<file path="src/rtl/lock_pkg.sv">
// Shared types and default timing constants for the lock timer controller.
package lock_pkg;

  localparam int STATE_W = 2;

  typedef enum logic [STATE_W-1:0] {
    IDLE    = 2'd0,
    OPEN    = 2'd1,
    LOCKOUT = 2'd2
  } ctrl_state_e;

  localparam int OPEN_TICKS_D    = 25;
  localparam int LOCKOUT_TICKS_D = 150;
  localparam int MAX_FAILS_D     = 3;
  localparam int CNT_W_D         = 10;

endpackage

</file>
<file path="src/rtl/lock_timer_ctrl_if.sv">
// Keypad, control-FSM pulse and status bundle of the lock timer controller.
interface lock_timer_ctrl_if;
  import lock_pkg::*;

  logic               newkey_in;
  logic               unlock;
  logic               fail;
  logic               relock;
  logic               newkey_out;
  logic               timeUp;
  logic               relay;
  logic               lockout;
  logic [1:0]         fails_left;
  logic [STATE_W-1:0] ctrl_state;

  modport master (
    output newkey_in, unlock, fail, relock,
    input  newkey_out, timeUp, relay, lockout,
    input  fails_left, ctrl_state
  );

  modport slave (
    input  newkey_in, unlock, fail, relock,
    output newkey_out, timeUp, relay, lockout,
    output fails_left, ctrl_state
  );

endinterface

</file>
<file path="src/rtl/lock_timer_ctrl_tick_down_counter.sv">
// Loadable down-counter that stops at zero instead of wrapping.
module tick_down_counter #(
  parameter int CNT_W = 10
) (
  input  logic             clk5,
  input  logic             reset,
  input  logic             load,
  input  logic [CNT_W-1:0] load_val,
  input  logic             en,
  output logic [CNT_W-1:0] cnt,
  output logic             zero
);

  assign zero = (cnt == '0);

  always_ff @(posedge clk5 or negedge reset) begin
    if (!reset) begin
      cnt <= '0;
    end else if (load) begin
      cnt <= load_val;
    end else if (en && !zero) begin
      cnt <= cnt - CNT_W'(1);
    end
  end

endmodule

</file>
<file path="src/rtl/lock_timer_ctrl.sv">
// Open-window, fail-count and lockout sequencer beside the lock control FSM.
// Build with LOCK_ESCALATE_EN to double the lockout on repeated lockouts.
module lock_timer_ctrl
  import lock_pkg::*;
#(
  parameter int OPEN_TICKS    = OPEN_TICKS_D,
  parameter int LOCKOUT_TICKS = LOCKOUT_TICKS_D,
  parameter int MAX_FAILS     = MAX_FAILS_D,
  parameter int CNT_W         = CNT_W_D
) (
  input logic              clk5,
  input logic              reset,
  lock_timer_ctrl_if.slave bus
);

  localparam logic [CNT_W-1:0] OPEN_LD = CNT_W'(OPEN_TICKS - 1);
  localparam logic [2:0]       MAXF    = 3'(MAX_FAILS);

  ctrl_state_e      state, state_n;
  logic [1:0]       fail_cnt, fail_cnt_n;
  logic             time_up, time_up_n;
  logic             load, en, zero;
  logic [CNT_W-1:0] load_val, lo_ld, cnt;

`ifdef LOCK_ESCALATE_EN
  logic [1:0] lock_level, lock_level_n;

  assign lo_ld = CNT_W'((LOCKOUT_TICKS << lock_level) - 1);
`else
  assign lo_ld = CNT_W'(LOCKOUT_TICKS - 1);
`endif

  tick_down_counter #(.CNT_W(CNT_W)) u_cnt (
    .clk5     (clk5),
    .reset    (reset),
    .load     (load),
    .load_val (load_val),
    .en       (en),
    .cnt      (cnt),
    .zero     (zero)
  );

  always_ff @(posedge clk5 or negedge reset) begin
    if (!reset) begin
      state    <= IDLE;
      fail_cnt <= 2'd0;
      time_up  <= 1'b0;
`ifdef LOCK_ESCALATE_EN
      lock_level <= 2'd0;
`endif
    end else begin
      state    <= state_n;
      fail_cnt <= fail_cnt_n;
      time_up  <= time_up_n;
`ifdef LOCK_ESCALATE_EN
      lock_level <= lock_level_n;
`endif
    end
  end

  always_comb begin
    state_n    = state;
    fail_cnt_n = fail_cnt;
    time_up_n  = 1'b0;
    load       = 1'b0;
    load_val   = '0;
    en         = 1'b0;
`ifdef LOCK_ESCALATE_EN
    lock_level_n = lock_level;
`endif
    unique case (state)
      IDLE: begin
        // fail outranks a same-cycle unlock
        if (bus.fail) begin
          if (({1'b0, fail_cnt} + 3'd1) < MAXF) begin
            fail_cnt_n = fail_cnt + 2'd1;
          end else begin
            state_n    = LOCKOUT;
            load       = 1'b1;
            load_val   = lo_ld;
            fail_cnt_n = MAXF[1:0];
`ifdef LOCK_ESCALATE_EN
            // saturate at 2 so lockouts cap at 4x
            if (lock_level != 2'd2)
              lock_level_n = lock_level + 2'd1;
`endif
          end
        end else if (bus.unlock) begin
          state_n    = OPEN;
          load       = 1'b1;
          load_val   = OPEN_LD;
          fail_cnt_n = 2'd0;
`ifdef LOCK_ESCALATE_EN
          lock_level_n = 2'd0;
`endif
        end
      end
      OPEN: begin
        en = 1'b1;
        if (zero || bus.relock) begin
          state_n   = IDLE;
          load      = 1'b1;
          load_val  = '0;
          time_up_n = 1'b1;
        end
      end
      LOCKOUT: begin
        en = 1'b1;
        if (zero) begin
          state_n    = IDLE;
          fail_cnt_n = 2'd0;
        end
      end
      default: state_n = IDLE;
    endcase
  end

  assign bus.newkey_out = bus.newkey_in & (state == IDLE);
  assign bus.relay      = (state == OPEN);
  assign bus.lockout    = (state == LOCKOUT);
  assign bus.timeUp     = time_up;
  assign bus.fails_left = MAXF[1:0] - fail_cnt;
  assign bus.ctrl_state = state;

  a_idle_cnt_zero: assert property (
    @(posedge clk5) disable iff (!reset)
    (state == IDLE) |-> (cnt == '0)
  );

endmodule

</file>
<file path="src/flat_wrapper.sv">
// flat-port wrapper written by rule: the top's interface ports become plain ports
module lock_timer_ctrl_flat import lock_pkg::*;
#(
  parameter int OPEN_TICKS    = OPEN_TICKS_D,
  parameter int LOCKOUT_TICKS = LOCKOUT_TICKS_D,
  parameter int MAX_FAILS     = MAX_FAILS_D,
  parameter int CNT_W         = CNT_W_D
)
  (clk5, reset, bus_newkey_in, bus_unlock, bus_fail, bus_relock, bus_newkey_out, bus_timeUp, bus_relay, bus_lockout, bus_fails_left, bus_ctrl_state);
  lock_timer_ctrl_if bus_i ();
  input logic clk5;
  input logic reset;
  input wire logic [$bits(bus_i.newkey_in)-1:0] bus_newkey_in;
  input wire logic [$bits(bus_i.unlock)-1:0] bus_unlock;
  input wire logic [$bits(bus_i.fail)-1:0] bus_fail;
  input wire logic [$bits(bus_i.relock)-1:0] bus_relock;
  output wire logic [$bits(bus_i.newkey_out)-1:0] bus_newkey_out;
  output wire logic [$bits(bus_i.timeUp)-1:0] bus_timeUp;
  output wire logic [$bits(bus_i.relay)-1:0] bus_relay;
  output wire logic [$bits(bus_i.lockout)-1:0] bus_lockout;
  output wire logic [$bits(bus_i.fails_left)-1:0] bus_fails_left;
  output wire logic [$bits(bus_i.ctrl_state)-1:0] bus_ctrl_state;
  assign bus_i.newkey_in = bus_newkey_in;
  assign bus_i.unlock = bus_unlock;
  assign bus_i.fail = bus_fail;
  assign bus_i.relock = bus_relock;
  assign bus_newkey_out = bus_i.newkey_out;
  assign bus_timeUp = bus_i.timeUp;
  assign bus_relay = bus_i.relay;
  assign bus_lockout = bus_i.lockout;
  assign bus_fails_left = bus_i.fails_left;
  assign bus_ctrl_state = bus_i.ctrl_state;
  lock_timer_ctrl #(.OPEN_TICKS(OPEN_TICKS), .LOCKOUT_TICKS(LOCKOUT_TICKS), .MAX_FAILS(MAX_FAILS), .CNT_W(CNT_W)) u_core (.clk5(clk5), .reset(reset), .bus(bus_i));
endmodule
</file>
<file path="config.mk">
export PLATFORM = sky130hd
export DESIGN_NAME = lock_timer_ctrl_flat
export DESIGN_NICKNAME = d
export VERILOG_FILES = /design/src/rtl/lock_pkg.sv /design/src/rtl/lock_timer_ctrl_if.sv /design/src/rtl/lock_timer_ctrl_tick_down_counter.sv /design/src/rtl/lock_timer_ctrl.sv /design/src/flat_wrapper.sv
export SDC_FILE = /design/constraint.sdc
export NUM_CORES = 1
export LEC_CHECK = 0
export ABC_AREA = 1
export CORE_MARGIN = 2
export CORE_UTILIZATION = 58
export DETAILED_ROUTE_END_ITERATION = 8
export PLACE_DENSITY = 0.93
export SYNTH_ARGS = -nofsm -noshare
export SYNTH_HDL_FRONTEND = slang
export SYNTH_SLANG_ARGS = --single-unit
</file>
<file path="constraint.sdc">
create_clock -name clk5 -period 3.8 [get_ports clk5]
set_input_delay 0.57 -clock clk5 [delete_from_list [all_inputs] [get_ports clk5]]
set_output_delay 0.57 -clock clk5 [all_outputs]
set_load 0.01 [all_outputs]
</file>
==> flow_summary.json, run 1 <==
{
  "min_from": "u_core.u_cnt.cnt[1]",
  "status": "finished, final reports clean",
  "die_width_um": 46.90,
  "synth_compound_area_frac": 0.1008,
  "viasPerCell": 5.328,
  "dp_slack_ps": 1585,
  "powerDensity_nw_per_um2": 902.0,
  "routed.top_layer": "met4",
  "postCtsHoldBufs": 0,
  "synth_commonest_cells": "28 x nand2_1, 16 x inv_1, 15 x dfrtp_1, 11 x nor2_1, 9 x nand3_1",
  "clock-skew-final_ps": 2.813,
  "final_cells": 174,
  "clk_pin_slew_worst_paths_ps": 90,
  "cp_max_fo": 5,
  "synthFlopType": "dfrtp_1",
  "required_ps": 3230,
  "synth_xor_area_frac": 0.04103,
  "wire_per_inst_um": 13.07,
  "numClockSinks": 15,
  "max_slew_margin": 0.5069,
  "muxShareOfSynthArea": 0,
  "rsz0062_at_grt": "no",
  "finalSetupViolCount": 0,
  "synth_area_leader_cell": "dfrtp_1",
  "antenna_found_initial": 0,
  "leakage_nw": 0.6213,
  "start_kind": "flop",
  "io_buffers": 13,
  "synth_fp_nets": 142,
  "dpl.hpwl_um": 1771,
  "synth.avg_cell_area_um2": 8.085,
  "wl_met3_um": 95,
  "worstSetupPathType": "flop to output port",
  "ant_nets": 0,
  "whs_path_depth": 2,
  "min_period_over_period": 0.6118,
  "nFillCells": 148,
  "finalHoldViolations": 0,
  "routed_wirelength_um": 2274,
  "diodes": 0,
  "path_cells": "inv_1, ha_1, clkdlybuf4s50_1",
  "timing.setup.tns_ps": 0,
  "finalWorstSetupSlack_ps": 1475,
  "start_util": 0.6181,
  "synth_top_family_by_area": "simple AND/OR/NAND/NOR gates",
  "clk_path_buf_depth": 2,
  "io_pins": 14,
  "critPathSlowestCell": "clkdlybuf4s50_1",
  "cts_setup_buffers": 0,
  "dp.cells": 170,
  "worst_pin_slew_ps": 737.3,
  "die_area_um2": 2199,
  "netlist_area_um2": 1067,
  "timing.hold.ws_ps": 482.8,
  "final_util": 0.7268,
  "slew_violations": 0,
  "drt-met1-wl_um": 1000,
  "nNetsFinal": 160,
  "synthSimpleGateAreaFrac": 0.3857,
  "first_global_vias": 887,
  "areaGrowthSynthToFinish_pct": 17.58,
  "drv_cap": 0,
  "synth_cell_types": 28,
  "synthTopCellsByArea": "dfrtp_1 35%, nand2_1 9.8%, inv_1 5.6%",
  "synth.top_cell.area_share": 0.3517,
  "rows": 15,
  "via_count": 927,
  "r2r_cells": 10,
  "timing.fmax_mhz": 430.1,
  "grt_usage": 0.2425,
  "drt_iter0_drc": 24,
  "firstDrtPassIters": 4,
  "regToRegStartpoint": "u_core.bus.ctrl_state[0]",
  "wl_met2_um": 1126,
  "crit_arrival_ps": 1750,
  "synth-async-reset-ratio": 1.000,
  "synth-adder-area-share": 0.04689,
  "die_h_um": 46.90,
  "syn-instance-count": 132,
  "ys_ff_latch": 15,
  "hp-class": "flop to flop",
  "grt_pass1_wl_um": 3788,
  "globalplace.congestion": 0.8612,
  "root_buffer": "clkbuf_4",
  "tritoncts.num_buffers": 3,
  "synth-warning-count": 0,
  "grt_max_degree": 16,
  "insertion_delay_ps": 290,
  "cp-startpoint": "u_core.bus.ctrl_state[0]",
  "layout_min_cycle_time_ps": 2325,
  "drive_above_1_share": 0.1812,
  "cts_tree": "done",
  "synth-seq-area-share": 0.3517,
  "cts_resized": 0,
  "remaining_drc_errors": 0,
  "cp-end-kind": "output port",
  "peakVddDrop_uv": 491.5,
  "synth_edf_count": 0,
  "core-area_um2": 1727,
  "overflow": 0,
  "synth_most_common_cell": "nand2_1",
  "htreeDepth": 1,
  "slowest_delay_ps": 610
}
==> stage by stage <==
stage	power [mW]	cell area, um2
finish	1.132	1255
global route	1.226	1255
detailed placement	1.033	1229
floorplan	0.8417	1067
CTS	1.133	1255
global placement	0.9878	1229
==> area by class of cell <==
type	instances	area, um2	share of cell area
repair buffers	13	130.1	0.1037
inverters	21	78.83	0.06281
well taps	25	31.28	0.02493
flip-flops and latches	15	375.4	0.2991
clock buffers	4	26.28	0.02094
multi-input cells	96	613.1	0.4885
==> cells by family (layout without fill, tap and decap cells) <==
group / after synthesis / in the layout
adder cells (fa/ha/maj): 4 / 4
AND/OR/NAND/NOR: 71 / 71
buffers and inverters: 21 / 38
AO/OA/AOI/OAI: 16 / 16
XOR/XNOR: 5 / 5
flip-flops: 15 / 15
==> layout by cell type, fill, tap and decap left out, types with 5 or more instances in the layout <==
cell type,Yosys,layout
nor2_1,11,11
clkdlybuf4s50_1,0,13
nand2_1,28,28
o21ai_1,7,7
dfrtp_1,15,15
inv_2,5,5
xor2_1,5,5
inv_1,16,16
nand3_1,9,9
==> power by group <==
part / internal [mW] / switching, mW / total, mW / leakage [nW]
clock network: 0.0408 / 0.0514 / 0.0923 / 0.0150
logic: 0.300 / 0.451 / 0.750 / 0.411
registers: 0.229 / 0.0601 / 0.289 / 0.196
==> registers in the layout, summed over array words and instances, names as in the netlist <==
signal                 count
u_core.fail_cnt            2
u_core.u_cnt.cnt          10
u_core.bus.ctrl_state      2
u_core.bus.timeUp          1
==> worst max-delay path: cells and delay by family, from the launching register on <==
| family | cells | cell delay, ps |
|---|---|---|
| fa+ha+maj | 1 | 320 |
| buf+inv | 2 | 730 |
| flops | 1 | 410 |
==> path summary, 6_finish.rpt <==
check	to	slack (ps)
worst min-delay path	u_core.u_cnt.cnt[1]	480
worst max-delay path	bus_lockout	1480
worst min register to register	u_core.u_cnt.cnt[1]	480
max in group asynchronous	u_core.u_cnt.cnt[7]	2620
min in group asynchronous	u_core.u_cnt.cnt[8]	710
worst max register to register	u_core.u_cnt.cnt[7]	2080
==> routing by layer <==
| layer | up-vias | track usage |
|---|---|---|
| li1 | 453 | - |
| met1 | 444 | 0.2945 |
| met2 | 23 | 0.4329 |
| met3 | 7 | 0.03462 |
| met4 | 0 | 0.08889 |
| met5 | - | 0 |
Power figures use the tool's default switching activity.
==> run 2, diff against run 1 <==
--- a/config.mk
+++ b/config.mk
@@ -6,10 +6,11 @@
 export NUM_CORES = 1
 export LEC_CHECK = 0
 export ABC_AREA = 1
+export CORE_ASPECT_RATIO = 0.7
 export CORE_MARGIN = 2
-export CORE_UTILIZATION = 58
+export CORE_UTILIZATION = 48
 export DETAILED_ROUTE_END_ITERATION = 8
-export PLACE_DENSITY = 0.93
+export PLACE_DENSITY = 0.84
 export SYNTH_ARGS = -nofsm -noshare
 export SYNTH_HDL_FRONTEND = slang
 export SYNTH_SLANG_ARGS = --single-unit
==> constraint.sdc (replaced) <==
create_clock -name clk5 -period 1.95 [get_ports clk5]
set_input_delay 0.2925 -clock clk5 [delete_from_list [all_inputs] [get_ports clk5]]
set_output_delay 0.2925 -clock clk5 [all_outputs]
set_load 0.01 [all_outputs]
==> run 2 against run 1 <==
Compared with the run above: die area up 19%; hold slack worse by 80 ps; non-clock buffer count up 1; clock skew up 4.8 ps; clock power up 90%; cell count up 4.6%; sequential share of layout area down 1.1 points; global-route usage down 5.5 points; largest cell class unchanged; largest power group unchanged.
==> flow_summary.json, run 2 (synthesis gave the netlist of run 1 again) <==
{
  "htreeDepth": 1,
  "most-common-layout-cells": "28 x nand2_1, 15 x dfrtp_1, 14 x inv_1",
  "grt_pass1_wl_um": 3643,
  "overflow": 0,
  "slowest_delay_ps": 550,
  "viasPerCell": 5.077,
  "regToRegStartpoint": "u_core.u_cnt.cnt[1]",
  "rows": 14,
  "routed.top_layer": "met4",
  "timing.fmax_mhz": 533.2,
  "leakage_nw": 0.6386,
  "ff_latch_area_um2": 375.4,
  "io_pins": 14,
  "cp-startpoint": "u_core.bus.ctrl_state[1]",
  "remaining_drc_errors": 0,
  "peakVddDrop_uv": 712.9,
  "crit_arrival_ps": 1580,
  "path_buf_inv": 2,
  "path_cells": "inv_2, ha_2, clkdlybuf4s50_1",
  "start_util": 0.5035,
  "max_slew_margin": 0.5665,
  "ant_nets": 0,
  "wire_per_inst_um": 11.45,
  "die_h_um": 43.45,
  "powerDensity_nw_per_um2": 1735,
  "layout_min_cycle_time_ps": 1876,
  "finalHoldViolations": 0,
  "io_buffers": 13,
  "start_kind": "flop",
  "drt-met1-wl_um": 928,
  "finalSetupViolCount": 0,
  "nNetsFinal": 161,
  "min_period_over_period": 0.9618,
  "areaGrowthSynthToFinish_pct": 21.92,
  "nFillCells": 179,
  "worst_pin_slew_ps": 648.2,
  "diodes": 0,
  "required_ps": 1660,
  "clk_pin_slew_worst_paths_ps": 90,
  "grt_usage": 0.1874,
  "cp-end-kind": "output port",
  "dp_slack_ps": 255.6,
  "numClockSinks": 15,
  "tritoncts.num_buffers": 3,
  "insertion_delay_ps": 280,
  "final_common_cell": "nand2_1",
  "root_buffer": "clkbuf_4",
  "clock-skew-final_ps": 7.635,
  "clk_path_buf_depth": 2,
  "antenna_found_initial": 0,
  "first_global_vias": 815,
  "regMostFlops": "u_core.u_cnt.cnt",
  "cp_max_fo": 3,
  "worstSetupPathType": "flop to output port",
  "final_util": 0.6139,
  "drv_cap": 0,
  "critPathSlowestCell": "clkdlybuf4s50_1",
  "status": "finished, final reports clean",
  "via_count": 924,
  "globalplace.congestion": 0.8516,
  "hp-class": "input pin to asynchronous set/reset pin",
  "die_area_um2": 2623,
  "finalWorstSetupSlack_ps": 74.50,
  "cts_tree": "done",
  "drive_above_1_share": 0.2200,
  "slew_violations": 0,
  "dpl.hpwl_um": 1640,
  "rsz0062_at_grt": "no",
  "grt_max_degree": 16,
  "multi_input_area_um2": 640.6,
  "die_width_um": 60.36,
  "core-area_um2": 2120,
  "largest_register_ffs": 10,
  "routed_wirelength_um": 2084,
  "drt_iter0_drc": 42,
  "firstDrtPassIters": 4,
  "postCtsHoldBufs": 0,
  "crit_family": "buffers and inverters",
  "wl_met2_um": 973,
  "wl_met3_um": 152
}
## run 2: final timing paths
kind | slack (ps) | depth (start not counted) | end
worst max-delay path | 70 | 3 | bus_relay
worst min-delay path | 400 | 1 | u_core.u_cnt.cnt[2]
worst max register to register | 270 | 11 | u_core.u_cnt.cnt[7]
worst min register to register | 490 | 2 | u_core.u_cnt.cnt[1]
max in group asynchronous | 1130 | 1 | u_core.fail_cnt[0]
min in group clk5 | 490 | 2 | u_core.u_cnt.cnt[1]
## run 2: power by group
| group | switching [mW] | total (mW) | internal, mW |
|---|---|---|---|
| Clock | 0.0959 | 0.175 | 0.0793 |
| Sequential | 0.118 | 0.565 | 0.446 |
| Combinational | 0.885 | 1.52 | 0.632 |
## run 2: timing repair
item / in CTS / in global routing
hold endpoints to repair: 0 / 0
pin swaps: 0 / 0
buffers inserted: 0 / 1
endpoints found under the setup margin: 2 / 3
gates resized for setup: 2 / 6
gates cloned: 0 / 0
## run 2: area by class of cell
cell class | count | area share
multi-input cells | 96 | 0.4923
flip-flops and latches | 15 | 0.2885
repair buffers | 14 | 0.1077
inverters | 21 | 0.06058
well taps | 32 | 0.03077
clock buffers | 4 | 0.02019
## run 2: metrics by stage
stage | TNS (ps) | cells | area [um2] | hold slack [ps] | power (mW)
floorplan | 0 | 132 | 1067 | -3.091 | 1.640
global placement | 0 | 177 | 1237 | 462.5 | 1.943
detailed placement | 0 | 177 | 1237 | 462.0 | 1.993
CTS | -16.25 | 181 | 1269 | 428.7 | 2.190
global route | 0 | 182 | 1301 | 449.8 | 2.466
finish | 0 | 182 | 1301 | 402.3 | 2.257
## run 2: metal layers
metal  vias to the layer above  GRT usage
met4                         0    0.04444
met5                         -          0
met2                        35     0.2804
met1                       424     0.2632
li1                        461          -
met3                         4    0.06269
## run 2: worst register-to-register path, cell delays in order (launching register included)
cell	delay [ps]
dfrtp_1	390
inv_1	80
ha_1	230
nand2_2	90
nor2_4	140
nand3_4	170
nand2_4	100
nand2_4	100
nand3_1	110
nand2_1	70
nand2_1	60
nand2_1	50
==> run 3, diff against run 2 <==
--- a/config.mk
+++ b/config.mk
@@ -8,9 +8,9 @@
 export ABC_AREA = 1
 export CORE_ASPECT_RATIO = 0.7
 export CORE_MARGIN = 2
-export CORE_UTILIZATION = 48
+export CORE_UTILIZATION = 40
 export DETAILED_ROUTE_END_ITERATION = 8
-export PLACE_DENSITY = 0.84
+export PLACE_DENSITY = 0.73
 export SYNTH_ARGS = -nofsm -noshare
 export SYNTH_HDL_FRONTEND = slang
 export SYNTH_SLANG_ARGS = --single-unit
==> run 3 against run 2 <==
Compared with the run above: flip-flop and latch count stayed put; register-to-register slack hardly changed; global-route usage is 2.4 points lower; critical endpoint is now bus_newkey_out; highest routed layer unchanged.
==> flow_summary.json, run 3 (synthesis gave the netlist of run 1 again) <==
{
  "met2_usage": 0.2505,
  "fin_area_um2": 1320,
  "hp-class": "input pin to asynchronous set/reset pin",
  "internal-power_mw": 1.221,
  "clk_pin_slew_worst_paths_ps": 60,
  "p_sw_mw": 1.109,
  "leakage_nw": 0.6329,
  "combPwrFrac": 0.646,
  "dpl.hpwl_um": 1707,
  "start_util": 0.4276,
  "ff2ff_setup_slack_ps": 260,
  "gr-usage-met3": 0.04317,
  "pwr-share-seq": 0.247,
  "insertion_delay_ps": 250,
  "worstReg2RegEnd": "u_core.u_cnt.cnt[1]",
  "timing.fmax_mhz": 535.8,
  "die_area_um2": 3104,
  "gr-usage-met1": 0.2239,
  "grt_usage": 0.1631,
  "clock-skew-final_ps": 1.185,
  "placed_cell_area_um2": 1247,
  "remaining_drc_errors": 0,
  "firstDrtPassIters": 4,
  "most-common-layout-cells": "28 x nand2_1, 15 x dfrtp_1, 14 x inv_1",
  "dp_slack_ps": 255.1,
  "path_cells": "inv_2, ha_4, nand2_1, inv_1, clkdlybuf4s50_1",
  "start_kind": "flop",
  "clkPwrFrac": 0.107,
  "grt_max_degree": 16,
  "wire_per_inst_um": 11.86,
  "routed_wirelength_um": 2182,
  "numClockSinks": 15,
  "max_slew_margin": 0.7860,
  "cp-end-kind": "output port",
  "crit_arrival_ps": 1570,
  "clk_path_buf_depth": 2,
  "globalplace.congestion": 0.9227,
  "drive_above_1_share": 0.2200,
  "core-area_um2": 2496,
  "slew_violations": 0,
  "overflow": 0,
  "root_buffer": "clkbuf_8",
  "worst_pin_slew_ps": 319.8,
  "die_width_um": 65.74,
  "layout_min_cycle_time_ps": 1866,
  "r2r_cells": 11,
  "timing.setup.tns_ps": 0,
  "worstSetupPathType": "flop to output port",
  "tritoncts.num_buffers": 3,
  "switching_share": 0.4761,
  "diodes": 0,
  "via_count": 874,
  "peakVddDrop_uv": 696.7,
  "cp_max_fo": 4,
  "slowest_delay_ps": 530,
  "rsz0062_at_grt": "yes",
  "io_buffers": 13,
  "final_common_cell": "nand2_1",
  "nFillCells": 231,
  "cts_tree": "done",
  "antenna_found_initial": 0,
  "areaGrowthSynthToFinish_pct": 23.68,
  "rows": 15,
  "regToRegStartpoint": "u_core.u_cnt.cnt[0]",
  "nNetsFinal": 161,
  "drv_cap": 0,
  "drt_iter0_drc": 65,
  "powerDensity_nw_per_um2": 1765,
  "power_mw": 2.330,
  "first_global_vias": 766,
  "io_pins": 14,
  "ant_nets": 0,
  "htreeDepth": 1,
  "busiest_layer": "met2",
  "finalWorstSetupSlack_ps": 83.69,
  "viasPerCell": 4.750,
  "die_h_um": 47.22,
  "finalHoldViolations": 0,
  "regMostFlops": "u_core.u_cnt.cnt",
  "required_ps": 1660,
  "status": "finished, final reports clean",
  "critPathSlowestCell": "clkdlybuf4s50_1",
  "min_period_over_period": 0.9571,
  "grt_pass1_wl_um": 3650,
  "finalSetupViolCount": 0,
  "largest_register_ffs": 10
}
==> run 3: cell types whose count changed in the layout (fill, tap and decap cells not counted) <==
| cell | previous run | this run |
|---|---|---|
| clkbuf_8 | 0 | 3 |
| clkbuf_4 | 3 | 0 |
| dlymetal6s2s_1 | 1 | 0 |
| clkdlybuf4s50_1 | 12 | 13 |
==> run 3: area by class of cell <==
cell class                 count  area [um2]  share of cell area
inverter                      21       78.83             0.05972
clock buffer                   4       45.04             0.03412
multi-input combinational     96       640.6              0.4853
timing repair buffer          14       137.6              0.1043
sequential                    15       375.4              0.2844
tap                           34       42.54             0.03223
==> run 3: worst max path at each step <==
stage / from / endpoint / depth (start not counted)
6_report: u_core.bus.ctrl_state[0] / bus_newkey_out / 5
5_1_grt: u_core.bus.ctrl_state[0] / bus_newkey_out / 5
4_1_cts: u_core.bus.ctrl_state[0] / bus_newkey_out / 5
3_5_place_dp: u_core.bus.ctrl_state[0] / bus_lockout / 3
3_3_place_gp: u_core.bus.ctrl_state[0] / bus_lockout / 3
2_1_floorplan: u_core.bus.ctrl_state[0] / u_core.u_cnt.cnt[2] / 10
==> run 3: through the flow <==
step | util | hold slack, ps | cells
after global placement | 0.4997 | 466.8 | 180
after detailed placement | 0.4997 | 481.0 | 180
final | 0.5288 | 358.8 | 184
after floorplan | - | -3.091 | 132
after global routing | 0.5288 | 360.5 | 184
after CTS | 0.5188 | 358.8 | 184
==> run 3: what timing repair did <==
item | 4_1_cts | 5_1_grt
buffers inserted | 0 | 0
gates resized for setup | 1 | 6
endpoints found under the hold margin | 0 | 0
hold buffers | 0 | 0
setup endpoints to repair | 1 | 3
==> run 3: routing by layer <==
layer / share of wire / routed length [um]
met5: 0 / 0
met4: 0.012 / 26
met3: 0.045 / 98
met2: 0.44 / 966
met1: 0.50 / 1090
==> run 3: critical path, delay by kind of cell (launching register included) <==
family | cells | cell delay [ps]
adder cells (fa/ha/maj) | 1 | 170
buffers and inverters | 3 | 710
flip-flops | 1 | 400
AND/OR/NAND/NOR | 1 | 50
==> run 3: power by group through the flow <==
stage | Combinational (mW) | Clock, mW | Sequential (mW)
finish | 1.51 | 0.249 | 0.575
global route | 1.66 | 0.277 | 0.592
CTS | 1.45 | 0.259 | 0.566
detailed placement | 1.44 | 0 | 0.569
global placement | 1.40 | 0 | 0.564
floorplan | 1.08 | 0 | 0.556
